[src/rtl/flag_sequencer.sv]
// Status-flag owner: decodes ALU opcodes into flag write masks, commits one cycle late,
// answers branch-condition queries and keeps a save/restore stack of flag snapshots.
module flag_sequencer #(
    parameter int OP_W        = 5,
    parameter int STACK_DEPTH = 4
) (
    input  logic            clock,
    input  logic            reset,
    input  logic            alu_valid,
    input  logic [OP_W-1:0] alu_op,
    input  logic            z_in,
    input  logic            c_in,
    input  logic            s_in,
    input  logic            o_in,
    input  logic            cond_req,
    input  logic [3:0]      cond_code,
    output logic            cond_ack,
    output logic            cond_true,
    input  logic            save_req,
    input  logic            restore_req,
    output logic            stack_empty,
    output logic            stack_full,
    output logic            stack_err,
    output logic [3:0]      zcso
);

    localparam int DW = $clog2(STACK_DEPTH + 1);
    localparam int IW = (STACK_DEPTH > 1) ? $clog2(STACK_DEPTH) : 1;

    localparam logic [1:0] IDLE  = 2'd0;
    localparam logic [1:0] CHECK = 2'd1;
    localparam logic [1:0] ACK   = 2'd2;

    // Flag vectors are ordered [0]=Z [1]=C [2]=S [3]=O throughout.
    function automatic logic [3:0] decodeMask(input logic [OP_W-1:0] op);
        logic [31:0] v;
        logic [3:0]  m;
        v = 32'(op);
        case (v) inside
            32'd0, 32'd1, 32'd3, 32'd4, 32'd5, 32'd6: m = 4'b1111;
            32'd8, 32'd9:                             m = 4'b0111;
            32'd17, 32'd18, [32'd20:32'd30]:          m = 4'b0101;
            default:                                  m = 4'b0000;
        endcase
        return m;
    endfunction

    function automatic logic [3:0] usedFlags(input logic [3:0] code);
        logic [3:0] u;
        case (code)
            4'd1, 4'd2:   u = 4'b0001;
            4'd3, 4'd4:   u = 4'b0010;
            4'd5, 4'd6:   u = 4'b0100;
            4'd7, 4'd8:   u = 4'b1000;
            4'd9, 4'd10:  u = 4'b1100;
            4'd11, 4'd12: u = 4'b1101;
            default:      u = 4'b0000;
        endcase
        return u;
    endfunction

    function automatic logic evalCond(input logic [3:0] f, input logic [3:0] code);
        logic r;
        case (code)
            4'd0:    r = 1'b1;
            4'd1:    r = f[0];
            4'd2:    r = !f[0];
            4'd3:    r = f[1];
            4'd4:    r = !f[1];
            4'd5:    r = f[2];
            4'd6:    r = !f[2];
            4'd7:    r = f[3];
            4'd8:    r = !f[3];
            4'd9:    r = (f[2] == f[3]);
            4'd10:   r = (f[2] != f[3]);
            4'd11:   r = !f[0] && (f[2] == f[3]);
            4'd12:   r = f[0] || (f[2] != f[3]);
            default: r = 1'b0;
        endcase
        return r;
    endfunction

    logic [3:0]    aluMask;
    logic          pendValid;
    logic [3:0]    pendMask;
    logic [3:0]    pendFlags;
    logic [3:0]    zcsoNext;
    logic [3:0]    stackMem [STACK_DEPTH];
    logic [DW-1:0] depth;
    logic [IW-1:0] topIdx;
    logic [IW-1:0] pushIdx;
    logic          doPush;
    logic          doPop;
    logic          errNow;
    logic [1:0]    state;
    logic [1:0]    stateNext;
    logic          hazard;
    logic          resolve;
    logic [3:0]    condUsed;

    assign aluMask     = decodeMask(alu_op);
    assign stack_empty = (depth == '0);
    assign stack_full  = (depth == DW'(STACK_DEPTH));
    assign topIdx      = IW'(depth - DW'(1));
    assign pushIdx     = IW'(depth);

    assign doPush = save_req && !restore_req && !stack_full;
    assign doPop  = restore_req && !save_req && !stack_empty;
    assign errNow = (save_req && restore_req)
                  || (save_req && !restore_req && stack_full)
                  || (restore_req && !save_req && stack_empty);

    // A restore wins over the pending commit; saves see the post-commit value.
    always_comb begin
        zcsoNext = zcso;
        if (doPop) begin
            zcsoNext = stackMem[topIdx];
        end else if (pendValid) begin
            zcsoNext = (zcso & ~pendMask) | (pendFlags & pendMask);
        end
    end

    always_ff @(posedge clock) begin
        if (reset) begin
            zcso      <= 4'b0000;
            pendValid <= 1'b0;
            pendMask  <= 4'b0000;
            pendFlags <= 4'b0000;
            depth     <= '0;
            stack_err <= 1'b0;
        end else begin
            zcso      <= zcsoNext;
            pendValid <= alu_valid && !doPop;
            pendMask  <= aluMask;
            pendFlags <= {o_in, s_in, c_in, z_in};
            stack_err <= errNow;
            if (doPush) begin
                depth <= depth + DW'(1);
            end else if (doPop) begin
                depth <= depth - DW'(1);
            end
        end
    end

    always_ff @(posedge clock) begin
        if (!reset && doPush) begin
            stackMem[pushIdx] <= zcsoNext;
        end
    end

    // A query waits while any in-flight write touches a flag its condition reads.
    assign condUsed = usedFlags(cond_code);
    assign hazard   = (pendValid && ((pendMask & condUsed) != 4'b0000))
                   || (alu_valid && ((aluMask & condUsed) != 4'b0000));
    assign resolve  = (state == CHECK) && cond_req && !hazard;

    always_comb begin
        stateNext = state;
        case (state)
            IDLE:    if (cond_req) stateNext = CHECK;
            CHECK: begin
                if (!cond_req) begin
                    stateNext = IDLE;
                end else if (!hazard) begin
                    stateNext = ACK;
                end
            end
            ACK:     stateNext = IDLE;
            default: stateNext = IDLE;
        endcase
    end

    always_ff @(posedge clock) begin
        if (reset) begin
            state     <= IDLE;
            cond_true <= 1'b0;
        end else begin
            state     <= stateNext;
            cond_true <= resolve && evalCond(zcsoNext, cond_code);
        end
    end

    assign cond_ack = (state == ACK);

endmodule

[config.mk]
export PLATFORM = sky130hd
export DESIGN_NAME = flag_sequencer
export DESIGN_NICKNAME = d
export VERILOG_FILES = /design/src/rtl/flag_sequencer.sv
export SDC_FILE = /design/constraint.sdc
export NUM_CORES = 1
export LEC_CHECK = 0
export ABC_AREA = 1
export CELL_PAD_IN_SITES_DETAIL_PLACEMENT = 2
export CELL_PAD_IN_SITES_GLOBAL_PLACEMENT = 2
export CORE_MARGIN = 5
export CORE_UTILIZATION = 33
export DETAILED_ROUTE_END_ITERATION = 10
export GPL_ROUTABILITY_DRIVEN = 1
export PLACE_DENSITY = 0.9
export SLEW_MARGIN = 20
export SYNTH_ARGS = -nofsm -noshare
export SYNTH_HDL_FRONTEND = slang
export SYNTH_SLANG_ARGS = --single-unit
[constraint.sdc]
create_clock -name clock -period 4.45 [get_ports clock]
set_input_delay 0.89 -clock clock [delete_from_list [all_inputs] [get_ports clock]]
set_output_delay 0.89 -clock clock [all_outputs]
set_load 0.02 [all_outputs]
# Word-level counts from Yosys, hierarchy flattened

Memories as Yosys holds them, arrays and structs flattened.
Cells that the tools add are included.

Register bits: 20
Bits in latches: 0
Bits in writable memories: 16
Bits in read-only memories: 64
Bits of input ports: 19
Output and inout bits: 9
Memories kept: 2

Add/sub/neg operators: 2
Multiply operators: 0
Div/mod/pow operators: 0
Magnitude comparators: 2
Equality and inequality tests: 28
Shift-type cells: 0
Mux-type cells: 15
Bitwise operators: 6
Reduce and logical (&&, ||, !) cells: 42

Memory list:

| memory          | depth | bits a word | read ports | clocked after memory_dff | wr ports | RTL line | source |
|---|---|---|---|---|---|---|---|
| (no name shown) | 16    | 4           | 1          | 0                        | 0        | 50       | `case (code)` |
| stackMem        | 4     | 4           | 1          | 0                        | 1        | 88       | `logic [3:0] stackMem [STACK_DEPTH];` |

Operators by type and width:

| kind                 | count |
|---|---|
| $eq A4 B4 Y1 const B | 5 |
| $and A4 B4 Y4        | 4 |
| $eq A4 B3 Y1 const B | 4 |
| $logic_and A1 B1 Y1  | 16 |
| $mux W4              | 4 |
| $eq A5 B3 Y1 const B | 3 |
| $pmux W1 S13         | 1 |
| $logic_not A1 Y1     | 11 |
| $eq A5 B4 Y1 const B | 2 |
| $eq A5 B5 Y1 const B | 2 |
| $mux W3              | 3 |
| $eq A4 B2 Y1 const B | 2 |
| $reduce_bool A4 Y1   | 2 |
| $mux W2              | 3 |
| $reduce_or A6 Y1     | 1 |
| $eq A5 B1 Y1 const B | 1 |
| $eq A5 B2 Y1 const B | 1 |
| $ge A5 B5 Y1 const B | 1 |
| $le A5 B5 Y1 const B | 1 |
| $logic_not A5 Y1     | 1 |
| $eq A4 B1 Y1 const B | 1 |
| $logic_not A4 Y1     | 1 |
| $logic_or A1 B1 Y1   | 4 |
| $not A4 Y4           | 1 |
| other kinds (18)     | 20 |

# Depth between registers and ports, before layout

Gate-level depths: netlist of run 1.

Depth in word-level cells: 13
Gate-level depth with buffers: 14
Depth with buffers taken out: 14

# Worst setup path before layout of run 1

No wires, ideal clock.

Kind: input-to-reg
Start: input port save_req
End: register cond_true
Setup time: 112 ps
Data arrival time: 1853 ps
Data required time: 4338 ps
Setup slack: 2485 ps
Stages: 12
Cells stage by stage: inv_1 > nand2_2 > nor2_4 > nand3_1 > nand2_2 > nand2_2 > nand2_2 > nand2_1 > nand2_1 > nand3_1 > nor2_1 > nor2_1

Word-level cells in the longest chain between the ends: 9
Elaborated cells between the ends (all ways): 15

RTL lines:

| what                                                      | RTL line | source |
|---|---|---|
| from (decl)                                               | 19       | `input logic save_req,` |
| $logic_not A1 Y1 (*)                                      | 108      | `assign doPop = restore_req && !save_req && !stack_empty;` |
| $logic_and A1 B1 Y1 (*) (2 in series)                     | 108      |  |
| $mux W4 (*)                                               | 116      | `if (doPop) begin` |
| net zcsoNext[3]                                           | 87       | `logic [3:0] zcsoNext;` |
| $ne A1 B1 Y1 or $eq A1 B1 Y1 (tied branches)              | --       |  |
| $logic_or A1 B1 Y1 or $logic_and A1 B1 Y1 (tied branches) | 77, 76   |  |
| $pmux W1 S13 (*)                                          | 64       | `case (code)` |
| $mux W1 (*)                                               | 174      | `if (reset) begin` |
| $logic_and A1 B1 Y1 (*)                                   | 179      | `cond_true <= resolve && evalCond(zcsoNext, cond_code);` |
| to (signal assigned)                                      | 179      |  |
| to (decl)                                                 | 18       | `output logic cond_true,` |

The timed path passes the listed nets; every way through them passes the cells marked *. The select of a mux whose other input is x is not followed.
A chain may end at the register's enable or synchronous reset.

# Worst setup path in the final report of run 1

Start: register depth[0]
End: output port stack_empty

Word-level cells in the longest chain between the ends: 1

RTL lines:

| what                   | RTL line | source |
|---|---|---|
| from (decl)            | 89       | `logic [DW-1:0] depth;` |
| from (signal assigned) | 138      | `depth <= depth + DW'(1);` |
| from (signal assigned) | 140      | `depth <= depth - DW'(1);` |
| $logic_not A3 Y1       | 102      | `assign stack_empty = (depth == '0);` |
| to (decl)              | 21       | `output logic stack_empty,` |

Every way passes these cells.

==> results.tsv, run 1 <==
stage	metric	value	unit
run_status	status	finished clean	
setup_path	cp_max_fo	13	
setup_path	reg2reg_depth	14	
synthesis	synth_nets	294	
power	power.total	861	µW
route	firstDrtPassIters	4	
flow_run	cap_violations	0	
route	ant_nets	0	
layout	n_antenna_cell	0	
route	vias	1806	
layout	area_growth_syn_to_layout	23.0	%
global_routing	antenna_found_initial	0	
sta	holdWs	551	ps
synthesis	synthCells	266	
layout	fin_util	0.414	
sta	fmax	325	MHz
sta	relSlewSlack	0.643	
min_path	min_path_cells	3	
setup_path	cpMaxStageDelayCell	dfxtp_1	
floorplanning	die-area	7600	µm²
sta	timing.final.crit_period	3070	ps
route	avgViaCountPerCell	4.85	
placement	preCtsSetupSlack	1670	ps
synthesis	yosysWarnings	0	
synthesis	synthDistinctLibCells	24	
floorplanning	die_w	87.2	µm
sta	tightest_slew	534	ps
global_routing	grtUsageTotal	0.168	
setup_path	path_class	register to output port	
floorplanning	rows	28	
route	wire_per_inst	15.8	µm
clocking	htreeDepth	2	
sta	rsz0062_at_grt	no	
sta	finalCritPeriodShare	0.691	
setup_path	cp.required	3560	ps
min_path	hp-class	register to register	
clocking	cts_root_buf	clkbuf_8	
clocking	cts_resized	0	
setup_path	cpPeakStageDelay	660	ps
power	power_leakage	1.10	nW
layout	layout-drive-gt1-share	0.0875	
clocking	clk_latency	290	ps
floorplanning	core_area	5850	µm²
sta	finalHoldViolations	0	
route	drt-initial-drc-count	39	
sta	worst_slack	1380	ps
setup_path	cp_cell_sequence	inv_2, ha_1, inv_1, nor2_2, clkdlybuf4s50_1	
layout	nNetsFinal	324	
synthesis	yosysSeqAreaShare	0.438	
setup_path	crit_path_start_kind	register	
sta	slew_viol_final	0	
clocking	cts_hold_buf	0	
global_routing	grt_overflow	0	
floorplanning	initial_core_util	0.336	
layout	final_area	2420	µm²
clocking	path_clk_slew	70	ps
placement	post-dp-hpwl	4.66	mm
clocking	cts_sinks	35	
sta	final.setup.tns	0	ps
placement	post-place-cells	364	
route	drc	0	
floorplanning	num_io_pins	28	
layout	finalNonFillerCells	372	
global_routing	grt_pass1_vias	2004	
global_routing	grt_max_degree	14	
clocking	cts_tree	yes	
setup_path	critPathArrivalTime	2180	ps
synthesis	avgSynthCellArea	7.39	µm²
power	p_per_area	356	nW/µm²
setup_path	crit_path_end_kind	output port	
clocking	clock_path_buffers	2	
floorplanning	die_h	87.2	µm
sta	setup_violations	0	
route	wl	5.88	mm
clocking	cts_buffers	5	
synthesis	synth-seq-cells	35	
power	irDropWorstVdd	0.000151	V
synthesis	netlist_area	1970	µm²
placement	postPlaceCellArea	2310	µm²
clocking	postCtsSetupBuffers	0	
global_routing	grt_pass1_wl	9.82	mm
placement	gp_congestion	0.760	
placement	portBuffers	27	
sta	finClkSkew	5.46	ps
-- cells in the mapped netlist --
cell	instances	area share
o22ai_1	2	0.0064
nand4_1	3	0.0095
a211oi_1	1	0.0038
nand3_2	1	0.0051
nand3_1	29	0.074
nand2_2	8	0.025
dfxtp_1	19	0.19
nor3_1	5	0.013
or2_0	1	0.0032
nor2_1	32	0.061
nand3_4	1	0.0089
buf_2	1	0.0025
nor2_2	1	0.0032
nand2_1	68	0.13
inv_1	37	0.071
inv_2	5	0.0095
o21ai_0	11	0.028
buf_4	2	0.0076
nor2_4	1	0.0057
clkbuf_1	1	0.0019
o21ai_4	1	0.0083
ha_1	9	0.057
edfxtp_1	16	0.24
a21oi_1	11	0.028
-- cells in the final DEF, fill, tap and decap left out, drive strengths merged --
cell type | Yosys | routed
nand4 | 3 | 3
nor3 | 5 | 5
o22ai | 2 | 2
inv | 42 | 42
a211oi | 1 | 1
clkdlybuf4s50 | 0 | 27
edfxtp | 16 | 16
bufinv | 0 | 1
ha | 9 | 9
dfxtp | 19 | 19
a21oi | 11 | 11
clkbuf | 1 | 5
o21ai | 12 | 12
or2 | 1 | 1
nand3 | 31 | 31
nand2 | 76 | 76
nor2 | 34 | 34
clkinv | 0 | 2
-- worst max-delay path, delay by kind of cell (launching register included) --
family	cells	cell delay (ps)
fa+ha+maj	1	300
simple gates	1	60
buf+inv	3	880
flops	1	660
-- layout make-up --
cell class	count	area, µm²
well taps	75	93.8
inverters	42	158
clock buffers	5	68.8
repair buffers	27	270
fillers	694	3430
flip-flops and latches	35	861
multi-input cells	185	925
clock inverters	3	43.8
-- metal layers --
layer | GRT usage | vias to the layer above | part of all wire
met5 | 0 | - | 0
met2 | 0.306 | 20 | 0.52
met1 | 0.209 | 870 | 0.45
li1 | - | 912 | -
met3 | 0.0255 | 4 | 0.019
met4 | 0.0377 | 0 | 0.0070
-- cells by family (layout without fill, tap and decap cells) --
kind of cell | after synthesis | count (layout) | synth area share
buf+inv | 46 | 77 | 0.0922
fa+ha+maj | 9 | 9 | 0.0573
simple gates | 150 | 150 | 0.338
flops | 35 | 35 | 0.438
compound gates | 26 | 26 | 0.0744
-- state kept, by name, summed over array words and instances, names as in the netlist --
signal,flops
cond_true,1
depth,3
pendFlags,4
pendMask,3
pendValid,1
stackMem,16
stack_err,1
state,2
zcso,4
-- worst paths after layout --
check	startpoint	end	slack (ps)
worst max-delay path	depth[0]$_SDFFE_PP0P_	stack_empty	1380
worst max register to register	depth[0]$_SDFFE_PP0P_	cond_true$_SDFF_PP0_	1800
worst min register to register	state[1]$_SDFFE_PP0P_	state[1]$_SDFFE_PP0P_	550
worst min-delay path	state[1]$_SDFFE_PP0P_	state[1]$_SDFFE_PP0P_	550
-- power by group --
part	switching [mW]	internal [mW]
combinational	0.131	0.0716
clock	0.121	0.167
sequential	0.0144	0.356
Note: power is estimated with default switching activity, not from simulation.
==> run 2, diff against run 1 <==
Settings changed: CORE_UTILIZATION 33 to 31, PLACE_DENSITY 0.9 to 0.85.
Clock period 4.45 ns to 2.9 ns, I/O delays scaled along.
==> run 2 against run 1 <==
Against the previous run: global-route usage down 0.92 points; clock power up 57%; register-to-register slack worse by 1000 ps; final cell count up 1.3%; combinational power up 57%; worst setup slack worse by 970 ps; sequential power up 52%; core utilization down 2.4 points; clock skew up 2.0 ps; via count down 0.28%; non-clock buffer count up 3; critical path type unchanged.
==> results.tsv, run 2 (synthesis gave the netlist of run 1 again) <==
stage	metric	value	unit
global_routing	grt_pass1_wl	9.73	mm
min_path	holdCritStartpoint	depth[2]$_SDFFE_PP0P_	
setup_path	cpMostUsedCell	inv_1	
route	wl	5.69	mm
global_routing	grt_max_degree	13	
power	power_leakage	1.12	nW
sta	relSlewSlack	0.679	
setup_path	cp_max_fo	4	
floorplanning	die_h	89.7	µm
layout	final_area	2440	µm²
clocking	cts_buffers	5	
sta	holdWs	530	ps
sta	finalHoldViolations	0	
clocking	cts_hold_buf	0	
route	ant_nets	0	
clocking	cts_sinks	35	
layout	most-common-layout-cells	nand2_1 (68), inv_1 (37), nor2_1 (32)	
sta	worst_slack	408	ps
placement	postPlaceCellArea	2330	µm²
power	power.total	1.33	mW
clocking	cts_root_buf	clkbuf_8	
global_routing	grt_pass1_vias	2006	
setup_path	reg2reg_from	depth[1]$_SDFFE_PP0P_	
floorplanning	die_w	89.7	µm
sta	rsz0062_at_grt	no	
sta	tightest_slew	480	ps
min_path	min_path_cells	1	
sta	finClkSkew	7.47	ps
power	irDropWorstVdd	0.000216	V
layout	n_fill_cell	747	
setup_path	cpMaxStageDelayCell	clkdlybuf4s50_1	
layout	fin_util	0.389	
route	wire_per_inst	15.1	µm
setup_path	cp_cell_sequence	inv_1, ha_1, inv_1, nor2_2, clkdlybuf4s50_1	
clocking	cts_resized	0	
setup_path	path_buf_inv	3	
sta	finalCritPeriodShare	0.859	
clocking	clk_latency	290	ps
route	vias	1801	
route	drt-initial-drc-count	73	
sta	timing.final.crit_period	2490	ps
placement	portBuffers	27	
sta	final.setup.tns	0	ps
clocking	path_clk_slew	80	ps
setup_path	cpPeakStageDelay	640	ps
setup_path	cp.required	2320	ps
setup_path	reg2reg_depth	14	
global_routing	antenna_found_initial	0	
clocking	postCtsSetupBuffers	0	
route	avgViaCountPerCell	4.78	
route	drc	0	
route	firstDrtPassIters	4	
min_path	hp-class	register to register	
placement	preCtsSetupSlack	410	ps
flow_run	cap_violations	0	
layout	nNetsFinal	327	
layout	mostFrequentLayoutCell	nand2_1	
setup_path	regToRegEndpoint	cond_true$_SDFF_PP0_	
setup_path	critPathArrivalTime	1910	ps
layout	layout-drive-gt1-share	0.0967	
layout	regMostFlops	stackMem	
setup_path	r2r_setup_slack	780	ps
floorplanning	initial_core_util	0.313	
layout	n_antenna_cell	0	
global_routing	grt_overflow	0	
layout	largest_reg_flops	16	
placement	gp_congestion	0.772	
setup_path	crit_path_end_kind	output port	
setup_path	crit_path_start_kind	register	
sta	setup_violations	0	
clocking	clock_path_buffers	2	
floorplanning	num_io_pins	28	
setup_path	path_class	register to output port	
layout	area_growth_syn_to_layout	24.3	%
run_status	status	finished clean	
floorplanning	rows	29	
power	p_per_area	544	nW/µm²
floorplanning	core_area	6280	µm²
min_path	hold-path-endpoint	depth[2]$_SDFFE_PP0P_	
global_routing	grtUsageTotal	0.159	
layout	reg_top3	stackMem: 16 flops, pendFlags: 4 flops, zcso: 4 flops	
placement	post-place-cells	369	
setup_path	crit_family	buffers and inverters	
sta	slew_viol_final	0	
sta	fmax	401	MHz
floorplanning	die-area	8040	µm²
layout	finalNonFillerCells	377	
placement	post-dp-hpwl	4.40	mm
clocking	htreeDepth	2	
clocking	cts_tree	yes	
==> run 2: layer usage <==
layer  share of wire  GRT usage
met2            0.50      0.289
met3           0.022     0.0255
met4          0.0077     0.0365
met5               0          0
met1            0.47      0.196
==> run 2: final cells by class <==
| cell class | count | area (µm²) | share of cell area |
|---|---|---|---|
| Sequential cell | 35 | 861 | 0.352 |
| Multi-Input combinational cell | 185 | 925 | 0.378 |
| Timing Repair Buffer | 30 | 293 | 0.120 |
| Clock inverter | 3 | 43.8 | 0.0179 |
| Clock buffer | 5 | 68.8 | 0.0281 |
| Inverter | 42 | 158 | 0.0645 |
| Tap cell | 77 | 96.3 | 0.0394 |
==> run 2: power by group <==
part           leakage, nW  internal, mW  switching, mW
clock               0.0581         0.256          0.195
combinational        0.754         0.115          0.204
sequential           0.304         0.546         0.0152
==> run 2: worst max-delay path by stage <==
stage | from | end | slack, ps | cells after the start
final | depth[1]$_SDFFE_PP0P_ | stack_empty | 410 | 5
after global routing | depth[1]$_SDFFE_PP0P_ | stack_empty | 300 | 5
after CTS | depth[1]$_SDFFE_PP0P_ | stack_empty | 380 | 5
after detailed placement | cond_code[0] | cond_true$_SDFF_PP0_ | 410 | 12
after global placement | cond_code[0] | cond_true$_SDFF_PP0_ | 470 | 10
after floorplan | depth[0]$_SDFFE_PP0P_ | cond_true$_SDFF_PP0_ | 1120 | 13
==> run 3, diff against run 2 <==
Settings changed: CORE_UTILIZATION 31 to 24, PLACE_DENSITY 0.85 to 0.72.
Clock period 2.9 ns to 2.2 ns, I/O delays scaled along.
==> run 3 against run 2 <==
Against the previous run: non-clock buffer count up 23; critical path type unchanged; combinational power rose by 48%; die area increased by 26%; largest cell class unchanged.
==> results.tsv, run 3 (synthesis gave the netlist of run 1 again) <==
stage	metric	value	unit
setup_path	cpPeakStageDelay	350	ps
sta	finalCritPeriodShare	0.910	
power	p_int	1.25	mW
placement	portBuffers	27	
power	power_frac_seq	0.411	
layout	area_growth_syn_to_layout	35.0	%
setup_path	crit_path_start	depth[1]$_SDFFE_PP0P_	
placement	postPlaceCellArea	2540	µm²
power	power_leakage	1.23	nW
floorplanning	rows	33	
clocking	postCtsSetupBuffers	0	
flow_run	cap_violations	0	
setup_path	critPathArrivalTime	1560	ps
setup_path	cp_cell_sequence	inv_1, ha_2, inv_1, nor2_2, dlygate4sd2_1	
sta	tightest_slew	333	ps
layout	n_antenna_cell	0	
setup_path	crit_path_start_kind	register	
layout	regMostFlops	stackMem	
route	drc	0	
clocking	cts_root_buf	clkbuf_8	
global_routing	grt_pass1_vias	2042	
floorplanning	initial_core_util	0.243	
clocking	path_clk_slew	80	ps
layout	largest_reg_flops	16	
setup_path	reg2reg_from	depth[1]$_SDFFE_PP0P_	
floorplanning	num_io_pins	28	
route	firstDrtPassIters	3	
route	vias	1880	
layout	most-common-layout-cells	nand2_1 (67), inv_1 (37), nor2_1 (32)	
placement	post-dp-hpwl	4.90	mm
layout	final_area	2660	µm²
sta	relSlewSlack	0.778	
power	p_sw	549	µW
layout	mostFrequentLayoutCell	nand2_1	
setup_path	crit_path_end_kind	output port	
clocking	clk_latency	290	ps
power	switching_share	0.305	
setup_path	cp_max_fo	4	
floorplanning	die-area	10100	µm²
floorplanning	die_h	101	µm
layout	reg_top3	stackMem: 16 flops, pendFlags: 4 flops, zcso: 4 flops	
setup_path	r2r_setup_slack	210	ps
setup_path	cp.required	1760	ps
sta	rsz0062_at_grt	no	
power	power_frac_comb	0.262	
route	wire_per_inst	14.0	µm
layout	fin_util	0.328	
clocking	cts_tree	yes	
layout	layout-drive-gt1-share	0.167	
global_routing	grt_max_degree	13	
clocking	cts_hold_buf	0	
sta	timing.final.crit_period	2000	ps
clocking	htreeDepth	2	
global_routing	grt_overflow	0	
sta	fmax	500	MHz
floorplanning	die_w	101	µm
clocking	clock_path_buffers	2	
setup_path	path_class	register to output port	
sta	slew_viol_final	0	
layout	nNetsFinal	350	
min_path	holdCritStartpoint	depth[2]$_SDFFE_PP0P_	
floorplanning	core_area	8090	µm²
global_routing	grt_pass1_wl	10.1	mm
global_routing	grtUsageTotal	0.128	
sta	final.setup.tns	0	ps
placement	gp_congestion	0.717	
setup_path	cpMostUsedCell	inv_1	
min_path	hp-class	register to register	
run_status	status	finished clean	
route	ant_nets	0	
setup_path	cpMaxStageDelayCell	dlygate4sd2_1	
clocking	cts_buffers	5	
power	p_per_area	678	nW/µm²
sta	finalHoldViolations	0	
route	avgViaCountPerCell	4.39	
power	power_frac_clock	0.327	
clocking	cts_sinks	35	
route	drt-initial-drc-count	57	
power	power.total	1.80	mW
sta	setup_violations	0	
global_routing	antenna_found_initial	0	
sta	holdWs	529	ps
sta	finClkSkew	12.2	ps
power	irDropWorstVdd	0.000266	V
route	wl	6.00	mm
==> run 3: cell count changes in the layout (fill, tap and decap cells not counted) <==
cell and change:
nand2_2 +1, dlygate4sd2_1 +2, ha_2 +1, ha_1 -1
buf_4 +23, nand2_1 -1, clkdlybuf4s50_1 -2
==> run 3: worst paths after layout <==
path | depth (start not counted) | endpoint
setup / recovery | 5 | stack_empty
hold / removal | 1 | depth[2]$_SDFFE_PP0P_
setup reg to reg | 13 | cond_true$_SDFF_PP0_
hold reg to reg | 1 | depth[2]$_SDFFE_PP0P_
==> run 3: area by class of cell <==
class	instances	area [µm²]
Clock buffer	5	68.8
Clock inverter	3	43.8
Fill cell	981	5440
Inverter	42	158
Multi-Input combinational cell	185	930
Sequential cell	35	861
Tap cell	105	131
Timing Repair Buffer	53	463
==> run 3: through the flow <==
step	cells	worst slack, ps
after global placement	420	-26.4
after global routing	428	12.2
after CTS	428	144
after floorplan	266	417
final	428	199
after detailed placement	420	-80.4
==> run 3: what timing repair did <==
item	in CTS	in global routing
endpoints found under the setup margin	2	1
gates resized for setup	2	2
hold endpoints to repair	0	0
==> run 3: metal layers <==
| metal | GRT usage | vias up | share of wire |
|---|---|---|---|
| li1 | - | 960 | - |
| met1 | 0.149 | 900 | 0.43 |
| met2 | 0.237 | 15 | 0.54 |
| met3 | 0.0270 | 5 | 0.020 |
| met4 | 0.0342 | 0 | 0.0092 |
| met5 | 0 | - | 0 |
==> run 3: worst max-delay path: cells and delay by family, from the launching register on <==
kind / cells / cell delay [ps]
buffers and inverters: 3 / 550
flip-flops: 1 / 330
adder cells (fa/ha/maj): 1 / 230
AND/OR/NAND/NOR: 1 / 150
==> run 3: power by group through the flow <==
stage                     clock [mW]  sequential (mW)  combinational, mW
after floorplan                    0            0.758              0.253
after global placement             0            0.753              0.467
after detailed placement           0            0.755              0.478
after CTS                      0.613            0.740              0.479
after global routing           0.636            0.744              0.527
final                          0.589            0.740              0.471
